==> src/rtl/sysbus_interconnect_if.sv <==
// Core-side system bus bundle for sysbus_interconnect.
// Request:  system_bus_en, system_bus_rdwr (1 = write), system_bus_mask,
//           system_bus_addr, system_bus_wr_data
// Response: system_bus_rd_data, system_bus_rd_valid, system_bus_stall,
//           system_bus_err
// master: the core data port.  slave: the interconnect.
interface sysbus_interconnect_if;
    logic        system_bus_en;
    logic        system_bus_rdwr;
    logic [3:0]  system_bus_mask;
    logic [31:0] system_bus_addr;
    logic [31:0] system_bus_wr_data;
    logic [31:0] system_bus_rd_data;
    logic        system_bus_rd_valid;
    logic        system_bus_stall;
    logic        system_bus_err;

    modport master (
        output system_bus_en, system_bus_rdwr, system_bus_mask,
               system_bus_addr, system_bus_wr_data,
        input  system_bus_rd_data, system_bus_rd_valid, system_bus_stall,
               system_bus_err
    );

    modport slave (
        input  system_bus_en, system_bus_rdwr, system_bus_mask,
               system_bus_addr, system_bus_wr_data,
        output system_bus_rd_data, system_bus_rd_valid, system_bus_stall,
               system_bus_err
    );
endinterface

==> src/rtl/sysbus_interconnect.sv <==
// System-bus interconnect: decodes addr[31:28] to a one-hot slave enable,
// tracks outstanding reads to slaves of differing fixed latency so data
// returns in order, stalls the core on would-be collisions/reordering, and
// handles unmapped accesses (error response or default slave) with first-error
// capture.
// Ports:
//   clk, rst      - clock, synchronous active-high reset
//   bus           - core-side bus (sysbus_interconnect_if.slave)
//   slv_en        - one-hot slave enable (asserted on acceptance)
//   slv_rdwr, slv_mask, slv_wr_data, slv_addr - broadcast to all slaves
//   slv_rd_data   - packed read data, slave i at [32*i +: 32]
//   err_sticky, err_addr - first-error capture; err_clr clears the sticky
module sysbus_interconnect #(
    parameter int unsigned          NUM_SLV     = 4,
    parameter logic [NUM_SLV*4-1:0] SLV_REGION  = {4'h9, 4'h8, 4'h1, 4'h0},
    parameter logic [NUM_SLV*2-1:0] SLV_LAT     = {2'd1, 2'd1, 2'd1, 2'd1},
    parameter bit                   ERR_EN      = 1'b1,
    parameter int unsigned          DEFAULT_SLV = 0,
    parameter bit                   REG_OUT     = 1'b0
) (
    input  logic                    clk,
    input  logic                    rst,
    sysbus_interconnect_if.slave    bus,
    output logic [NUM_SLV-1:0]      slv_en,
    output logic                    slv_rdwr,
    output logic [3:0]              slv_mask,
    output logic [31:0]             slv_wr_data,
    output logic [31:0]             slv_addr,
    input  logic [NUM_SLV*32-1:0]   slv_rd_data,
    output logic                    err_sticky,
    output logic [31:0]             err_addr,
    input  logic                    err_clr
);
    localparam int          IW       = (NUM_SLV > 1) ? $clog2(NUM_SLV) : 1;
    localparam logic [31:0] ERR_DATA = 32'hDEAD_BEEF;

    logic          hit;
    logic [IW-1:0] hit_idx;
    logic [IW-1:0] sel_idx;
    logic          unmapped_err;
    logic [1:0]    req_lat;
    logic          ahead_busy;
    logic          stall;
    logic          accept;
    logic          rd_push;
    logic          wr_err;
    logic          err_event;

    // Return tracker; slot 1 is the one returning this cycle.
    logic [3:1]    slot_v;
    logic [3:1]    slot_err;
    logic [IW-1:0] slot_idx [1:3];

    logic          ret_v;
    logic          ret_err;
    logic [31:0]   ret_data;

    logic          out_v;
    logic          out_err;
    logic [31:0]   out_data;

    // Scan from the top so the lowest matching index is the one left standing.
    always_comb begin
        hit     = 1'b0;
        hit_idx = '0;
        for (int i = NUM_SLV - 1; i >= 0; i--) begin
            if (bus.system_bus_addr[31:28] == SLV_REGION[4*i +: 4]) begin
                hit     = 1'b1;
                hit_idx = IW'(i);
            end
        end
    end

    assign sel_idx      = hit ? hit_idx : IW'(DEFAULT_SLV);
    assign unmapped_err = ~hit & ERR_EN;
    assign req_lat      = unmapped_err ? 2'd1 : SLV_LAT[2*int'(sel_idx) +: 2];

    // A read with latency L may not land on or behind an entry that, after
    // this cycle's shift, sits in slot L or higher.
    always_comb begin
        case (req_lat)
            2'd1:    ahead_busy = slot_v[2] | slot_v[3];
            2'd2:    ahead_busy = slot_v[3];
            default: ahead_busy = 1'b0;
        endcase
    end

    assign stall     = ~rst & bus.system_bus_en & ~bus.system_bus_rdwr & ahead_busy;
    assign accept    = ~rst & bus.system_bus_en & ~stall;
    assign rd_push   = accept & ~bus.system_bus_rdwr;
    assign wr_err    = accept & bus.system_bus_rdwr & unmapped_err;
    assign err_event = accept & unmapped_err;

    always_comb begin
        slv_en = '0;
        if (accept && !unmapped_err) begin
            slv_en[sel_idx] = 1'b1;
        end
    end

    assign slv_rdwr    = bus.system_bus_rdwr;
    assign slv_mask    = bus.system_bus_mask;
    assign slv_wr_data = bus.system_bus_wr_data;
    assign slv_addr    = {bus.system_bus_addr[31:2], 2'b00};

    always_ff @(posedge clk) begin
        if (rst) begin
            slot_v   <= '0;
            slot_err <= '0;
            for (int k = 1; k <= 3; k++) begin
                slot_idx[k] <= '0;
            end
        end else begin
            slot_v      <= {1'b0, slot_v[3:2]};
            slot_err    <= {1'b0, slot_err[3:2]};
            slot_idx[1] <= slot_idx[2];
            slot_idx[2] <= slot_idx[3];
            slot_idx[3] <= '0;
            if (rd_push) begin
                case (req_lat)
                    2'd3: begin
                        slot_v[3]   <= 1'b1;
                        slot_err[3] <= unmapped_err;
                        slot_idx[3] <= sel_idx;
                    end
                    2'd2: begin
                        slot_v[2]   <= 1'b1;
                        slot_err[2] <= unmapped_err;
                        slot_idx[2] <= sel_idx;
                    end
                    default: begin
                        slot_v[1]   <= 1'b1;
                        slot_err[1] <= unmapped_err;
                        slot_idx[1] <= sel_idx;
                    end
                endcase
            end
        end
    end

    // A clear in the same cycle as a new error re-arms capture of the new address.
    always_ff @(posedge clk) begin
        if (rst) begin
            err_sticky <= 1'b0;
            err_addr   <= '0;
        end else if (err_event) begin
            if (!err_sticky || err_clr) begin
                err_addr <= bus.system_bus_addr;
            end
            err_sticky <= 1'b1;
        end else if (err_clr) begin
            err_sticky <= 1'b0;
        end
    end

    assign ret_v    = slot_v[1];
    assign ret_err  = slot_err[1];
    assign ret_data = !ret_v  ? 32'h0 :
                      ret_err ? ERR_DATA :
                                slv_rd_data[32*int'(slot_idx[1]) +: 32];

    generate
        if (REG_OUT) begin : g_reg_out
            logic        v_q;
            logic        err_q;
            logic [31:0] data_q;
            always_ff @(posedge clk) begin
                if (rst) begin
                    v_q    <= 1'b0;
                    err_q  <= 1'b0;
                    data_q <= '0;
                end else begin
                    v_q    <= ret_v;
                    err_q  <= ret_v & ret_err;
                    data_q <= ret_data;
                end
            end
            assign out_v    = v_q;
            assign out_err  = err_q;
            assign out_data = data_q;
        end else begin : g_comb_out
            assign out_v    = ret_v;
            assign out_err  = ret_v & ret_err;
            assign out_data = ret_data;
        end
    endgenerate

    // Outputs read as reset values for the whole reset cycle, not only after it.
    assign bus.system_bus_rd_valid = out_v & ~rst;
    assign bus.system_bus_rd_data  = rst ? 32'h0 : out_data;
    assign bus.system_bus_err      = ((out_err & ~rst) | wr_err);
    assign bus.system_bus_stall    = stall;
endmodule
==> src/flat_wrapper.sv <==
// flat-port wrapper written by rule: the top's interface ports become plain ports
module sysbus_interconnect_flat 
#(
    parameter int unsigned          NUM_SLV     = 4,
    parameter logic [NUM_SLV*4-1:0] SLV_REGION  = {4'h9, 4'h8, 4'h1, 4'h0},
    parameter logic [NUM_SLV*2-1:0] SLV_LAT     = {2'd1, 2'd1, 2'd1, 2'd1},
    parameter bit                   ERR_EN      = 1'b1,
    parameter int unsigned          DEFAULT_SLV = 0,
    parameter bit                   REG_OUT     = 1'b0
)
  (clk, rst, slv_en, slv_rdwr, slv_mask, slv_wr_data, slv_addr, slv_rd_data, err_sticky, err_addr, err_clr, bus_system_bus_en, bus_system_bus_rdwr, bus_system_bus_mask, bus_system_bus_addr, bus_system_bus_wr_data, bus_system_bus_rd_data, bus_system_bus_rd_valid, bus_system_bus_stall, bus_system_bus_err);
  sysbus_interconnect_if bus_i ();
  input  logic clk;
  input  logic rst;
  output logic [NUM_SLV-1:0] slv_en;
  output logic slv_rdwr;
  output logic [3:0] slv_mask;
  output logic [31:0] slv_wr_data;
  output logic [31:0] slv_addr;
  input  logic [NUM_SLV*32-1:0] slv_rd_data;
  output logic err_sticky;
  output logic [31:0] err_addr;
  input  logic err_clr;
  input wire logic [$bits(bus_i.system_bus_en)-1:0] bus_system_bus_en;
  input wire logic [$bits(bus_i.system_bus_rdwr)-1:0] bus_system_bus_rdwr;
  input wire logic [$bits(bus_i.system_bus_mask)-1:0] bus_system_bus_mask;
  input wire logic [$bits(bus_i.system_bus_addr)-1:0] bus_system_bus_addr;
  input wire logic [$bits(bus_i.system_bus_wr_data)-1:0] bus_system_bus_wr_data;
  output wire logic [$bits(bus_i.system_bus_rd_data)-1:0] bus_system_bus_rd_data;
  output wire logic [$bits(bus_i.system_bus_rd_valid)-1:0] bus_system_bus_rd_valid;
  output wire logic [$bits(bus_i.system_bus_stall)-1:0] bus_system_bus_stall;
  output wire logic [$bits(bus_i.system_bus_err)-1:0] bus_system_bus_err;
  assign bus_i.system_bus_en = bus_system_bus_en;
  assign bus_i.system_bus_rdwr = bus_system_bus_rdwr;
  assign bus_i.system_bus_mask = bus_system_bus_mask;
  assign bus_i.system_bus_addr = bus_system_bus_addr;
  assign bus_i.system_bus_wr_data = bus_system_bus_wr_data;
  assign bus_system_bus_rd_data = bus_i.system_bus_rd_data;
  assign bus_system_bus_rd_valid = bus_i.system_bus_rd_valid;
  assign bus_system_bus_stall = bus_i.system_bus_stall;
  assign bus_system_bus_err = bus_i.system_bus_err;
  sysbus_interconnect #(.NUM_SLV(NUM_SLV), .SLV_REGION(SLV_REGION), .SLV_LAT(SLV_LAT), .ERR_EN(ERR_EN), .DEFAULT_SLV(DEFAULT_SLV), .REG_OUT(REG_OUT)) u_core (.clk(clk), .rst(rst), .bus(bus_i), .slv_en(slv_en), .slv_rdwr(slv_rdwr), .slv_mask(slv_mask), .slv_wr_data(slv_wr_data), .slv_addr(slv_addr), .slv_rd_data(slv_rd_data), .err_sticky(err_sticky), .err_addr(err_addr), .err_clr(err_clr));
endmodule
==> config.mk <==
export PLATFORM = sky130hd
export DESIGN_NAME = sysbus_interconnect_flat
export DESIGN_NICKNAME = d
export VERILOG_FILES = /design/src/rtl/sysbus_interconnect_if.sv /design/src/rtl/sysbus_interconnect.sv /design/src/flat_wrapper.sv
export SDC_FILE = /design/constraint.sdc
export NUM_CORES = 1
export LEC_CHECK = 0
export CORE_AREA = 3 3 130 132
export CTS_CLUSTER_DIAMETER = 120
export DETAILED_ROUTE_END_ITERATION = 6
export DIE_AREA = 0 0 133 135
export HOLD_SLACK_MARGIN = 0.02
export SLEW_MARGIN = 0
export SYNTH_ARGS = -nofsm -noshare
export SYNTH_HDL_FRONTEND = slang
export SYNTH_SLANG_ARGS = --single-unit
==> constraint.sdc <==
create_clock -name clk -period 2 [get_ports clk]
set_clock_uncertainty 0.1 [all_clocks]
set_input_delay 0.4 -clock clk [delete_from_list [all_inputs] [get_ports clk]]
set_output_delay 0.4 -clock clk [all_outputs]
set_load 0.005 [all_outputs]
== After elaboration in Yosys (flattened, before gate mapping) ==
Memory sizes are Yosys's and may differ from the RTL's.
Cells that the tools add are included.

* RAM bits: 6
* Output and inout port bits: 141
* Logic and storage cells: 98
* Memories: 1
* Bits of input ports: 201
* Bits in registers: 39

* Bitwise operators: 25
* Order comparisons: 2
* Shifts and indexed selects: 2
* Equal/unequal tests: 6
* Reduce and logical (&&, ||, !) cells: 10
* Muxes and demuxes: 46

{| class="wikitable"
|+ Memory list
! name !! words !! width !! rd ports !! clocked after Yosys merged registers in !! wr ports !! RTL line !! source
|-
| u_core.slot_idx || 3 || 2 || 3 || 0 || 3 || sysbus_interconnect.sv:52 || <nowiki>logic [IW-1:0] slot_idx [1:3];</nowiki>
|}

{| class="wikitable"
|+ Operators with widths
! kind !! count
|-
| $shiftx 128x8->32 || 1
|-
| $mux 32 || 3
|-
| $mux 2 || 14
|-
| $mux 1 || 26
|-
| $and 1x1->1 || 11
|-
| $eq 4x4->1 const B || 2
|-
| $or 1x1->1 || 8
|-
| $shiftx 8x4->2 const A || 1
|-
| $not 1->1 || 6
|-
| $eq 2x2->1 const B || 2
|-
| $eq 4x1->1 const B || 1
|-
| $logic_not 4->1 || 1
|-
| $mux 4 || 1
|-
| $reduce_or 2->1 || 2
|-
| $lt 2x3->1 const B || 1
|-
| $reduce_or 3->1 || 1
|-
| $demux 1 s2 || 1
|-
| $eq 2x1->1 const B || 1
|-
| $ge 2x1->1 const B || 1
|-
| $logic_and 1x1->1 || 2
|-
| $pmux 1 s2 || 1
|-
| $reduce_and 2->1 || 1
|-
| $reduce_bool 2->1 || 1
|-
| $logic_not 1->1 || 1
|-
| $logic_or 1x1->1 || 1
|}

== Longest topological paths before layout ==
Gate-level depths: netlist of the first run.

* Word-level depth: 18
* Mapped depth: 6
* Gate-level depth less buffers: 5

== Worst setup path before layout of the first run ==
Ideal clock, no wire load.

* Path kind: flip-flop to output port
* Start point: register u_core.slot_idx[0][2] (netlist name)
* End point: output bus_system_bus_rd_data[10]
* Setup slack: 0.342 ns
* Arrival time: 1.158 ns
* Cell stages (with the launch flop): 6
* Path buffers: 2
* Data required time: 1.500 ns
* Path through: dfxtp_1 buf_6 buf_6 mux2_4 o22ai_1 nor2_1

{| class="wikitable"
|+ RTL lines
! what !! RTL line !! source
|-
| to (decl) || flat_wrapper.sv:29 || <nowiki>output wire logic [$bits(bus_i.system_bus_rd_data)-1:0] bus_system_bus_rd_data;</nowiki>
|}

==> results of run 1 <==
placed cells by master, fill, tap and decap left out, types with 7 or more instances in the layout:
master,netlist,layout
sky130_fd_sc_hd__clkdlybuf4s50_1,0,222
sky130_fd_sc_hd__o311ai_1,18,18
sky130_fd_sc_hd__o311ai_0,14,14
sky130_fd_sc_hd__dlygate4sd2_1,0,11
sky130_fd_sc_hd__o22ai_2,0,24
sky130_fd_sc_hd__mux4_2,8,8
sky130_fd_sc_hd__nand4_1,29,29
sky130_fd_sc_hd__buf_6,9,13
sky130_fd_sc_hd__nand2_1,34,34
sky130_fd_sc_hd__mux2_4,20,43
sky130_fd_sc_hd__buf_4,71,23
sky130_fd_sc_hd__nor2b_4,0,7
sky130_fd_sc_hd__dfxtp_1,37,36
sky130_fd_sc_hd__buf_2,12,31
sky130_fd_sc_hd__buf_12,0,8
sky130_fd_sc_hd__nor2_1,30,30
layer usage:
metal	wire length, um	part of all wire
met5	0	0
met4	222	0.015
met3	1640	0.11
met2	7580	0.50
met1	5660	0.38
flip-flops by register name (all words and copies together) (netlist names):
| register | cells |
|---|---|
| u_core.err_addr | 32 |
| u_core.err_sticky | 1 |
| u_core.slot_v | 1 |
| u_core.slot_idx | 2 |
| u_core.slot_err | 1 |
repair_timing:
item / CTS / global route
buffers inserted: 11 / 2
gates resized for setup: 198 / 26
gates cloned: 2 / 0
pin swaps: 23 / 11
endpoints found under the setup margin: 56 / 33
synthesized netlist by cell type:
| cell type | n |
|---|---|
| sky130_fd_sc_hd__a32o_1 | 1 |
| sky130_fd_sc_hd__buf_2 | 12 |
| sky130_fd_sc_hd__buf_4 | 71 |
| sky130_fd_sc_hd__buf_6 | 9 |
| sky130_fd_sc_hd__clkbuf_1 | 16 |
| sky130_fd_sc_hd__conb_1 | 1 |
| sky130_fd_sc_hd__dfxtp_1 | 37 |
| sky130_fd_sc_hd__inv_1 | 3 |
| sky130_fd_sc_hd__inv_2 | 1 |
| sky130_fd_sc_hd__mux2_1 | 20 |
| sky130_fd_sc_hd__mux2_2 | 8 |
| sky130_fd_sc_hd__mux2_4 | 20 |
| sky130_fd_sc_hd__mux4_2 | 8 |
| sky130_fd_sc_hd__nand2_1 | 34 |
| sky130_fd_sc_hd__nand2b_1 | 3 |
| sky130_fd_sc_hd__nand3_1 | 4 |
| sky130_fd_sc_hd__nand4_1 | 29 |
| sky130_fd_sc_hd__nor2_1 | 30 |
| sky130_fd_sc_hd__nor2_2 | 1 |
| sky130_fd_sc_hd__nor2b_1 | 9 |
| sky130_fd_sc_hd__nor2b_2 | 1 |
| sky130_fd_sc_hd__nor3_1 | 2 |
| sky130_fd_sc_hd__o21ai_0 | 1 |
| sky130_fd_sc_hd__o22ai_1 | 24 |
| sky130_fd_sc_hd__o311ai_0 | 14 |
| sky130_fd_sc_hd__o311ai_1 | 18 |
| sky130_fd_sc_hd__o31ai_1 | 1 |
| sky130_fd_sc_hd__or2_1 | 2 |
worst max-delay path, stage by stage, from the launching register on:
cell	delay, ns
sky130_fd_sc_hd__dfxtp_4	0.42
sky130_fd_sc_hd__buf_6	0.13
sky130_fd_sc_hd__buf_6	0.10
sky130_fd_sc_hd__mux4_2	0.51
sky130_fd_sc_hd__nor2b_4	0.14
sky130_fd_sc_hd__buf_2	0.12
power breakdown:
part / internal, mW / switching, mW / total, mW
Clock: 0.489 / 0.292 / 0.781
Sequential: 0.781 / 0.0240 / 0.805
Combinational: 0.605 / 0.308 / 0.913
layout make-up:
class / count / area [um^2] / share of cell area
diodes: 2 / 5.00 / 0.000791
clock buffers: 7 / 143 / 0.0226
inverters: 4 / 15.0 / 0.00237
multi-input cells: 233 / 2120 / 0.335
flip-flops and latches: 37 / 744 / 0.118
well taps: 216 / 270 / 0.0427
repair buffers: 312 / 3030 / 0.479
worst paths after layout:
kind	end	slack [ns]	depth (start not counted)
worst max-delay path	bus_system_bus_rd_data[17]	-0.20	5
worst min-delay path	u_core.err_addr[25]	0.36	2
worst max register to register	u_core.err_addr[13]	0.48	3
worst min register to register	u_core.err_addr[25]	0.36	2
cells by family after synthesis:
logic type,count (synthesis),share of synthesized area
other cells,1,0.00113
compound gates,59,0.137
simple gates,115,0.167
mux,56,0.240
buf+inv,112,0.232
flops,37,0.223
metrics by stage:
| step | hold WS (ns) | setup WS (ns) |
|---|---|---|
| 2_1_floorplan | 0.359 | 0.342 |
| 3_3_place_gp | 0.353 | -0.473 |
| 3_5_place_dp | 0.358 | -0.532 |
| 4_1_cts | 0.367 | -0.215 |
| 5_1_grt | 0.380 | -0.255 |
| 6_report | 0.364 | -0.201 |
==> impl_summary.txt, run 1 <==
----------------------------------------------------
[STA]
  Count of final hold-check violations ... 0
  Unrepaired setup endpoints after global routing ... true
  Transition time at the pin with the least slew margin ... 0.749 ns
  Final-report setup violation count ... 32
  Number of pins with negative max-slew slack in the final report ... 0
  Total Neg Setup Slack ... -4.23 ns
  Fmax ... 454 MHz
  Tcrit/Tclk final ... 1.10
  Final Critical Period ... 2.20 ns
  Crit path setup slack, layout ... -0.201 ns
  Normalized max-slew margin ... 0.500

[Run status]
  Failing checks ... setup timing
  Result of the run ... finished with violations

[Finish]
  Fraction of layout cells with a size suffix above 1 ... 0.293
  Area growth, synth to finish ... 90.6%
  Final net count ... 794
  Post-route standard cell area excluding fillers ... 6320 um^2
  Layout Cells excl Fill ... 811
  Total of fill cells in the finished design ... 1565
  Final Util ... 0.400

[Drt]
  Number of nets with antenna violations after detailed routing ... 0
  Post-detailed-route DRC marker count ... 0
  Routed WL ... 15100 um
  Vias per std cell ... 4.69
  Count of TritonRoute iterations in the first routing pass ... 4
  Drt first-iter violations ... 114
  Wire length per cell after detailed routing ... 18.6 um
  Number of vias after detailed routing ... 3806

[Synthesis]
  Cell accounting for the most synthesized area ... sky130_fd_sc_hd__dfxtp_1
  Instance count of the mapped netlist ... 380
  Total of flip-flops plus latches after synthesis ... 37
  Fraction of post-synthesis cell area in the top cell type by area ... 0.223
  Unique cell type count in the Yosys netlist ... 28
  Proportion of synthesized chip area in sequential cells ... 0.223
  Top post-synthesis cells by area ... sky130_fd_sc_hd__dfxtp_1, sky130_fd_sc_hd__buf_4, sky130_fd_sc_hd__mux2_4, sky130_fd_sc_hd__mux2_1, sky130_fd_sc_hd__nand4_1
  Yosys Warn Count ... 0
  Total standard cell area after synthesis ... 3320 um^2
  Post-synthesis area per instance ... 8.73 um^2

[Placement]
  Port-buffer cells ... 266
  Placer congestion estimate ... 0.891
  Sum of net half-perimeters after detailed placement ... 11600 um
  Placed instance count ... 790
  Area after detailed placement ... 5850 um^2

[Clock network]
  Clock Pin Slew Worst Setup and Hold Paths ... 0.05 ns
  Clock buffers created by TritonCTS ... 5
  Clock tree from TritonCTS ... done
  CTS H-Tree Depth ... 2
  Buffer type at the clock tree root ... sky130_fd_sc_hd__clkbuf_16
  Clock latency of the later-clocked register in the worst-skew pair ... 0.27 ns
  Clock tree buffer depth ... 2
  Sink count of the clock tree ... 37
  Post-CTS Hold Buffers ... 0

[Floorplanning]
  DIE AREA ... 18000 um^2
  Num rows ... 46
  Horizontal die dimension ... 133 um
  Floorplan Core Area ... 15800 um^2
  Die Y-Extent ... 135 um
  Initial standard-cell utilization of the core ... 0.210
  I/O pin count ... 342

[Setup path]
  Max FO, Critical Path ... 4
  Reg-to-reg critical path startpoint ... u_core.err_sticky
  Worst EP required ... 1.50 ns
  Start-to-end type of the worst setup path ... register to primary output
  CP endpoint kind ... primary output
  Nature of the critical path startpoint ... register
  Worst setup path startpoint ... u_core.slot_idx[0][2]
  Data arrival time of the critical path ... 1.70 ns

[Global routing]
  Maximum number of pins on one net before global-route repair ... 34
  All-layer global routing usage ... 0.158
  Most Crowded Layer GR ... met2
  Global routing usage on met3 ... 0.0585
  Met2 track demand over resource in global routing ... 0.279
  Grt met1 use ... 0.182
  Wire length of the first global-routing pass ... 22800 um
  Global route total overflow ... 0
  Number of antenna violations at the first check in global routing ... 1
  Vias in the first global route ... 3981

[Min path]
  Worst min-delay path category ... register to register
  Worst Min Path Start ... u_core.err_addr[25]

[Pwr]
  Power per standard cell area ... 395 nW/um^2
  Leakage power ... 2.63 nW
  Maximum resistive drop on vdd ... 362 uV
  PnR Total Power ... 2.50 mW

[Job]
  Total of max-cap violations ... 0

----------------------------------------------------
Power figures use the tool's default switching activity.
==> inputs of run 2 (changes only) <==
--- a/config.mk
+++ b/config.mk
@@ -10,7 +10,6 @@
 export DETAILED_ROUTE_END_ITERATION = 6
 export DIE_AREA = 0 0 133 135
 export HOLD_SLACK_MARGIN = 0.02
-export SLEW_MARGIN = 0
 export SYNTH_ARGS = -nofsm -noshare
 export SYNTH_HDL_FRONTEND = slang
 export SYNTH_SLANG_ARGS = --single-unit
==> results of run 2 <==
Final layout, timing and power as in run 1 (identical DEF).
